`config.mk`:
```
export PLATFORM = sky130hd
export DESIGN_NAME = instr_issue_unit
export DESIGN_NICKNAME = d
export VERILOG_FILES = /design/src/rtl/core_pkg.sv /design/src/rtl/instr_issue_unit_decode.sv /design/src/rtl/instr_issue_unit.sv
export SDC_FILE = /design/constraint.sdc
export NUM_CORES = 1
export LEC_CHECK = 0
export CORE_AREA = 4 4 70 72
export CTS_CLUSTER_SIZE = 16
export DETAILED_ROUTE_END_ITERATION = 8
export DIE_AREA = 0 0 74 76
export GPL_TIMING_DRIVEN = 0
export MAX_ROUTING_LAYER = met4
export SLEW_MARGIN = 20
export SYNTH_ARGS = -nofsm -noshare
export SYNTH_HDL_FRONTEND = slang
export SYNTH_SLANG_ARGS = --single-unit
export TNS_END_PERCENT = 1
```
`constraint.sdc`:
```
create_clock -name clk -period 2.08 [get_ports clk]
set_input_delay 0.416 -clock clk [delete_from_list [all_inputs] [get_ports clk]]
set_output_delay 0.416 -clock clk [all_outputs]
set_load 0.005 [all_outputs]
```
`src/rtl/core_pkg.sv`:
```
// Shared core definitions: opcode map, instruction field positions and the
// issue-unit state encoding. Shared with the control unit.
package core_pkg;

  localparam logic [3:0] OP_LDM  = 4'h0;
  localparam logic [3:0] OP_STM  = 4'h1;
  localparam logic [3:0] OP_LDR  = 4'h2;
  localparam logic [3:0] OP_MOV  = 4'h3;
  localparam logic [3:0] OP_AND  = 4'h4;
  localparam logic [3:0] OP_OR   = 4'h5;
  localparam logic [3:0] OP_NOT  = 4'h6;
  localparam logic [3:0] OP_XOR  = 4'h7;
  localparam logic [3:0] OP_SHL  = 4'h8;
  localparam logic [3:0] OP_SHR  = 4'h9;
  localparam logic [3:0] OP_ADD  = 4'hA;
  localparam logic [3:0] OP_SUB  = 4'hB;
  localparam logic [3:0] OP_DIV  = 4'hC;
  localparam logic [3:0] OP_HALT = 4'hF;

  localparam int OPC_MSB = 15;
  localparam int OPC_LSB = 12;
  localparam int RD_MSB  = 11;
  localparam int RD_LSB  = 8;
  localparam int RS1_MSB = 7;
  localparam int RS1_LSB = 4;
  localparam int RS2_MSB = 3;
  localparam int RS2_LSB = 0;

  typedef enum logic [2:0] {
    S_IDLE     = 3'd0,
    S_FETCH    = 3'd1,
    S_WAIT_MEM = 3'd2,
    S_ISSUE    = 3'd3,
    S_WAIT_DIV = 3'd4,
    S_HALT     = 3'd5
  } issue_state_t;

  // 1101 and 1110 are the only unassigned encodings.
  function automatic logic op_is_illegal(input logic [3:0] op);
    return (op == 4'hD) || (op == 4'hE);
  endfunction

endpackage

```
`src/rtl/instr_issue_unit_decode.sv`:
```
// Combinational split of an instruction word into register fields plus
// the class flags the issue FSM branches on.
module instr_field_decode
  import core_pkg::*;
#(
  parameter int INST_W = 16
) (
  input  logic [INST_W-1:0] inst,
  output logic [3:0]        opcode,
  output logic [3:0]        rd,
  output logic [3:0]        rs1,
  output logic [3:0]        rs2,
  output logic              is_div,
  output logic              is_halt,
  output logic              is_illegal
);

  always_comb begin
    opcode     = inst[OPC_MSB:OPC_LSB];
    rd         = inst[RD_MSB:RD_LSB];
    rs1        = inst[RS1_MSB:RS1_LSB];
    rs2        = inst[RS2_MSB:RS2_LSB];
    is_div     = (opcode == OP_DIV);
    is_halt    = (opcode == OP_HALT);
    is_illegal = op_is_illegal(opcode);
  end

endmodule

```
`src/rtl/instr_issue_unit.sv`:
```
// Instruction fetch/issue front end: fetches, splits and issues one word at a
// time, holding on stall/divide and stopping on HALT. Macro ILLEGAL_TRAP_EN.
module instr_issue_unit
  import core_pkg::*;
#(
  parameter int                ADDR_W   = 8,
  parameter int                INST_W   = 16,
  parameter logic [ADDR_W-1:0] RESET_PC = '0
) (
  input  logic              clk,
  input  logic              rst,
  input  logic              start,
  output logic              imem_req,
  output logic [ADDR_W-1:0] imem_addr,
  input  logic              imem_valid,
  input  logic [INST_W-1:0] imem_data,
  input  logic              stall,
  input  logic              div_done,
  output logic              issue_valid,
  output logic [3:0]        opcode,
  output logic [3:0]        rd,
  output logic [3:0]        rs1,
  output logic [3:0]        rs2,
  output logic [ADDR_W-1:0] pc,
  output logic              halted,
  output logic              illegal
);

  issue_state_t      state_q, state_d;
  logic [ADDR_W-1:0] pc_q;
  logic [3:0]        opc_q, rd_q, rs1_q, rs2_q;
  logic              div_q, halted_q, req_q, vld_q;
  logic              pc_inc, ld_fields, set_halt;

  logic [3:0] dec_opc, dec_rd, dec_rs1, dec_rs2;
  logic       dec_div, dec_halt, dec_illegal;

  instr_field_decode #(.INST_W(INST_W)) u_dec (
    .inst       (imem_data),
    .opcode     (dec_opc),
    .rd         (dec_rd),
    .rs1        (dec_rs1),
    .rs2        (dec_rs2),
    .is_div     (dec_div),
    .is_halt    (dec_halt),
    .is_illegal (dec_illegal)
  );

`ifdef ILLEGAL_TRAP_EN
  logic set_ill, illegal_q;
`endif

  always_comb begin
    state_d   = state_q;
    pc_inc    = 1'b0;
    ld_fields = 1'b0;
    set_halt  = 1'b0;
`ifdef ILLEGAL_TRAP_EN
    set_ill   = 1'b0;
`endif
    case (state_q)
      S_IDLE:     if (start) state_d = S_FETCH;
      S_FETCH:    state_d = S_WAIT_MEM;
      S_WAIT_MEM: begin
        if (imem_valid) begin
          ld_fields = 1'b1;
          if (dec_halt) begin
            state_d  = S_HALT;
            set_halt = 1'b1;
          end else if (dec_illegal) begin
`ifdef ILLEGAL_TRAP_EN
            state_d  = S_HALT;
            set_halt = 1'b1;
            set_ill  = 1'b1;
`else
            // Unassigned opcodes retire silently as NOPs.
            state_d  = S_FETCH;
            pc_inc   = 1'b1;
`endif
          end else begin
            state_d = S_ISSUE;
          end
        end
      end
      S_ISSUE: begin
        if (!stall) begin
          pc_inc  = 1'b1;
          state_d = div_q ? S_WAIT_DIV : S_FETCH;
        end
      end
      S_WAIT_DIV: if (div_done) state_d = S_FETCH;
      S_HALT:     state_d = S_HALT;
      default:    state_d = S_IDLE;
    endcase
  end

  always_ff @(posedge clk or posedge rst) begin
    if (rst) begin
      state_q  <= S_IDLE;
      pc_q     <= RESET_PC;
      opc_q    <= '0;
      rd_q     <= '0;
      rs1_q    <= '0;
      rs2_q    <= '0;
      div_q    <= 1'b0;
      halted_q <= 1'b0;
      req_q    <= 1'b0;
      vld_q    <= 1'b0;
    end else begin
      state_q <= state_d;
      // Strobes come straight from flops, one per state, so they never overlap.
      req_q   <= (state_d == S_FETCH);
      vld_q   <= (state_d == S_ISSUE);
      if (pc_inc) pc_q <= pc_q + ADDR_W'(1);
      if (ld_fields) begin
        opc_q <= dec_opc;
        rd_q  <= dec_rd;
        rs1_q <= dec_rs1;
        rs2_q <= dec_rs2;
        div_q <= dec_div;
      end
      if (set_halt) halted_q <= 1'b1;
    end
  end

`ifdef ILLEGAL_TRAP_EN
  always_ff @(posedge clk or posedge rst) begin
    if (rst)          illegal_q <= 1'b0;
    else if (set_ill) illegal_q <= 1'b1;
  end
  assign illegal = illegal_q;
`else
  assign illegal = 1'b0;
`endif

  assign imem_req    = req_q;
  assign imem_addr   = pc_q;
  assign issue_valid = vld_q;
  assign opcode      = opc_q;
  assign rd          = rd_q;
  assign rs1         = rs1_q;
  assign rs2         = rs2_q;
  assign pc          = pc_q;
  assign halted      = halted_q;

endmodule
```
==> results_dict.tcl <==
set metrics [dict create \
    outcome "finished clean" \
    hold_violations 0 \
    crit_arrival_ns 1.39 \
    grt.total_usage_pct 12.4 \
    drive_above_1_share_pct 23.6 \
    drt-pass1-iter-count 4 \
    layout_setup_ws_ns 0.274 \
    grt_overflow_total 0 \
    antenna_found_initial 0 \
    slew_headroom_pct 56.6 \
    clockBufferDepth 2 \
    rsz0062_at_grt "no" \
    viasPerCell 4.68 \
    dp_slack_ns 0.0226 \
    cts-root-buf "clkbuf_8" \
    fin_area_sq_mm 0.00216 \
    skew_ns 0.00844 \
    start_util_pct 33.7 \
    diodes 0 \
    ys_types 34 \
    min_period_over_period_pct 86.8 \
    cts_buffers 5 \
    hp-start "halted" \
    r2r_slack_ns 0.32 \
    drv_slew 0 \
    cp-startpoint "imem_addr[3]" \
    p_leak_uw 0.000950 \
    gpl.final_weighted_congestion 0.731 \
    power_density_mw_per_mm2 1310 \
    criticalPathCategory "flop to output port" \
    tightestPinTransition_ns 0.650 \
    yosys_register_bits 31 \
    r2r-end "rd[0]" \
    fmax_mhz 554 \
    ir_worst_vdd_mv 0.660 \
    maxCapViolCount 0 \
    setup_viol 0 \
    clkPwrFrac_pct 16.5 \
    tns_ns 0 \
    yosysSeqAreaShare_pct 53.5 \
    die_height_microns 76 \
    layout_commonest_cell "clkdlybuf4s50_1" \
    core_area_sq_mm 0.00429 \
    internal-power_uw 2020 \
    placed_area_sq_mm 0.00207 \
    worstHoldPathType "flop to flop" \
    grt_start_max_net_pins 32 \
    yosysWarnings 0 \
    p_seq_share_pct 37.1 \
    netlist_area_sq_mm 0.00145 \
    syn_to_final_growth_pct 49.2 \
    syn_area_per_cell_sq_um 13.1 \
    clk_pin_slew_ns 0.07 \
    critPathCaptureType "output port" \
    rows 24 \
    worstSetupStartpointType "flop" \
    crit_path_max_fanout 7 \
    num_vias 1058 \
    grt_first_pass_wirelength_mm 5.16 \
    cts_sinks 31 \
    synth_cells 111 \
    postCtsResizedCells 0 \
    crit_required_ns 1.66 \
    fp.dieArea_sq_mm 0.00562 \
    die_w_microns 74 \
    post-cts-setup-buffers 0 \
    hold_end "halted" \
    ctsHoldBuffers 0 \
    postRouteWirelength_mm 3.17 \
    drt-initial-drc-count 37 \
    rr_startpoint "state_q[2]" \
    final_antenna_net_count 0 \
    io-pin-count 58 \
    grt_pass1_vias 1137 \
    clk_latency_ns 0.28 \
    h-tree-depth 2 \
    dp_hpwl_mm 2.33 \
    nNetsFinal 197 \
    layout_common_cells "clkdlybuf4s50_1 (56), dfrtp_1 (31), mux2_4 (9), buf_4 (9), mux2_2 (7)" \
    synth_nets 134 \
    min_period_ns 1.81 \
    cts_tree "yes" \
    drc 0 \
    ff2ff_path_depth 4 \
    post_drt_wl_per_cell_microns 14.0 \
    port_buffers 56 \
    min_path_cells 1 \
    switchingPower_uw 813 \
    pwr-share-comb_pct 46.4 \
    switching_share_pct 28.7 \
]
-- through the flow --
step,power [uW],utilization [%],hold WS [ns],cells
after floorplan,1690,-,0.459,111
after global routing,3020,50.3,0.505,226
after global placement,2350,48.3,0.453,219
after detailed placement,2390,48.3,0.455,219
final,2830,50.3,0.476,226
after CTS,2880,50.3,0.477,226
-- cells in the mapped netlist --
master     number  area (sq um)
dfrtp_1        31           776
nand2b_1        1          6.26
nand2b_4        1          13.8
a211o_1         1          8.76
o21ai_0         2          10.0
mux2_2          7          78.8
buf_6           2          22.5
or3b_1          1          8.76
xnor2_1         6          52.6
mux2_4          9           135
mux2_1          1          11.3
o22ai_1         1          6.26
buf_2           1          5.00
and3b_1         1          8.76
nor3_1          1          5.00
nor3b_4         1          18.8
xor2_1          2          17.5
ha_1            1          12.5
a32o_1          1          10.0
conb_1          1          3.75
nand2_1         4          15.0
a21oi_1         2          10.0
or2_2           2          12.5
nor2_1          2          7.51
o211ai_1        1          7.51
o2111ai_1       1          8.76
buf_4           9          67.6
nor3b_2         1          12.5
nand3_1         1          5.00
nand4_1         5          31.3
nor2b_1         2          12.5
and3_1          4          25.0
a211oi_1        1          7.51
inv_1           4          15.0
-- power groups by stage --
| stage | combinational [uW] | sequential (uW) | clock, uW |
|---|---|---|---|
| 2_1_floorplan | 643 | 1050 | 0 |
| 6_report | 1310 | 1050 | 467 |
| 3_3_place_gp | 1320 | 1040 | 0 |
| 4_1_cts | 1340 | 1050 | 492 |
| 3_5_place_dp | 1330 | 1060 | 0 |
| 5_1_grt | 1420 | 1090 | 512 |
-- sequential cells by signal (all words and copies together), names as in the netlist --
register	cells
imem_req	1
halted	1
issue_valid	1
opcode	4
div_q	1
rs2	4
rd	4
imem_addr	8
state_q	3
rs1	4
-- final cells by class --
cell class	instances	area, sq um
multi-input combinational	64	563
clock inverter	1	5.00
fill	388	2130
inverter	4	15.0
buffer	12	95.1
timing repair buffer	56	561
tap	52	65.1
clock buffer	6	82.6
sequential	31	776
-- worst max path at each step --
stage	to	slack, ns	depth (start not counted)
after floorplan	opcode[0]	0.50	4
after global placement	rs1[0]	0.03	4
after detailed placement	rs1[1]	0.02	4
after CTS	pc[3]	0.25	2
after global routing	pc[3]	0.22	2
final	pc[3]	0.27	2
-- critical path, cell delays in order, from the launching register on --
cell and delay, ns:
dfrtp_1 0.47, buf_4 0.15, clkdlybuf4s50_1 0.49
-- cells by family (layout without fill, tap and decap cells) --
kind of cell,Yosys count,in the layout,synth area share [%]
buffers and inverters,16,79,7.60
AND/OR/NAND/NOR,27,27,12.6
AO/OA/AOI/OAI,10,10,4.75
other,1,1,0.259
flip-flops,31,31,53.5
multiplexers,17,17,15.5
adder cells (fa/ha/maj),1,1,0.863
XOR/XNOR,8,8,4.84
-- metal layers --
metal / up-vias / global-route usage (%) / wire [microns]
li1: 501 / - / -
met1: 506 / 14.1 / 1330
met2: 43 / 19.4 / 1540
met3: 8 / 3.69 / 215
met4: 0 / 6.52 / 86
met5: - / - / 0
Power figures use the tool's default switching activity.
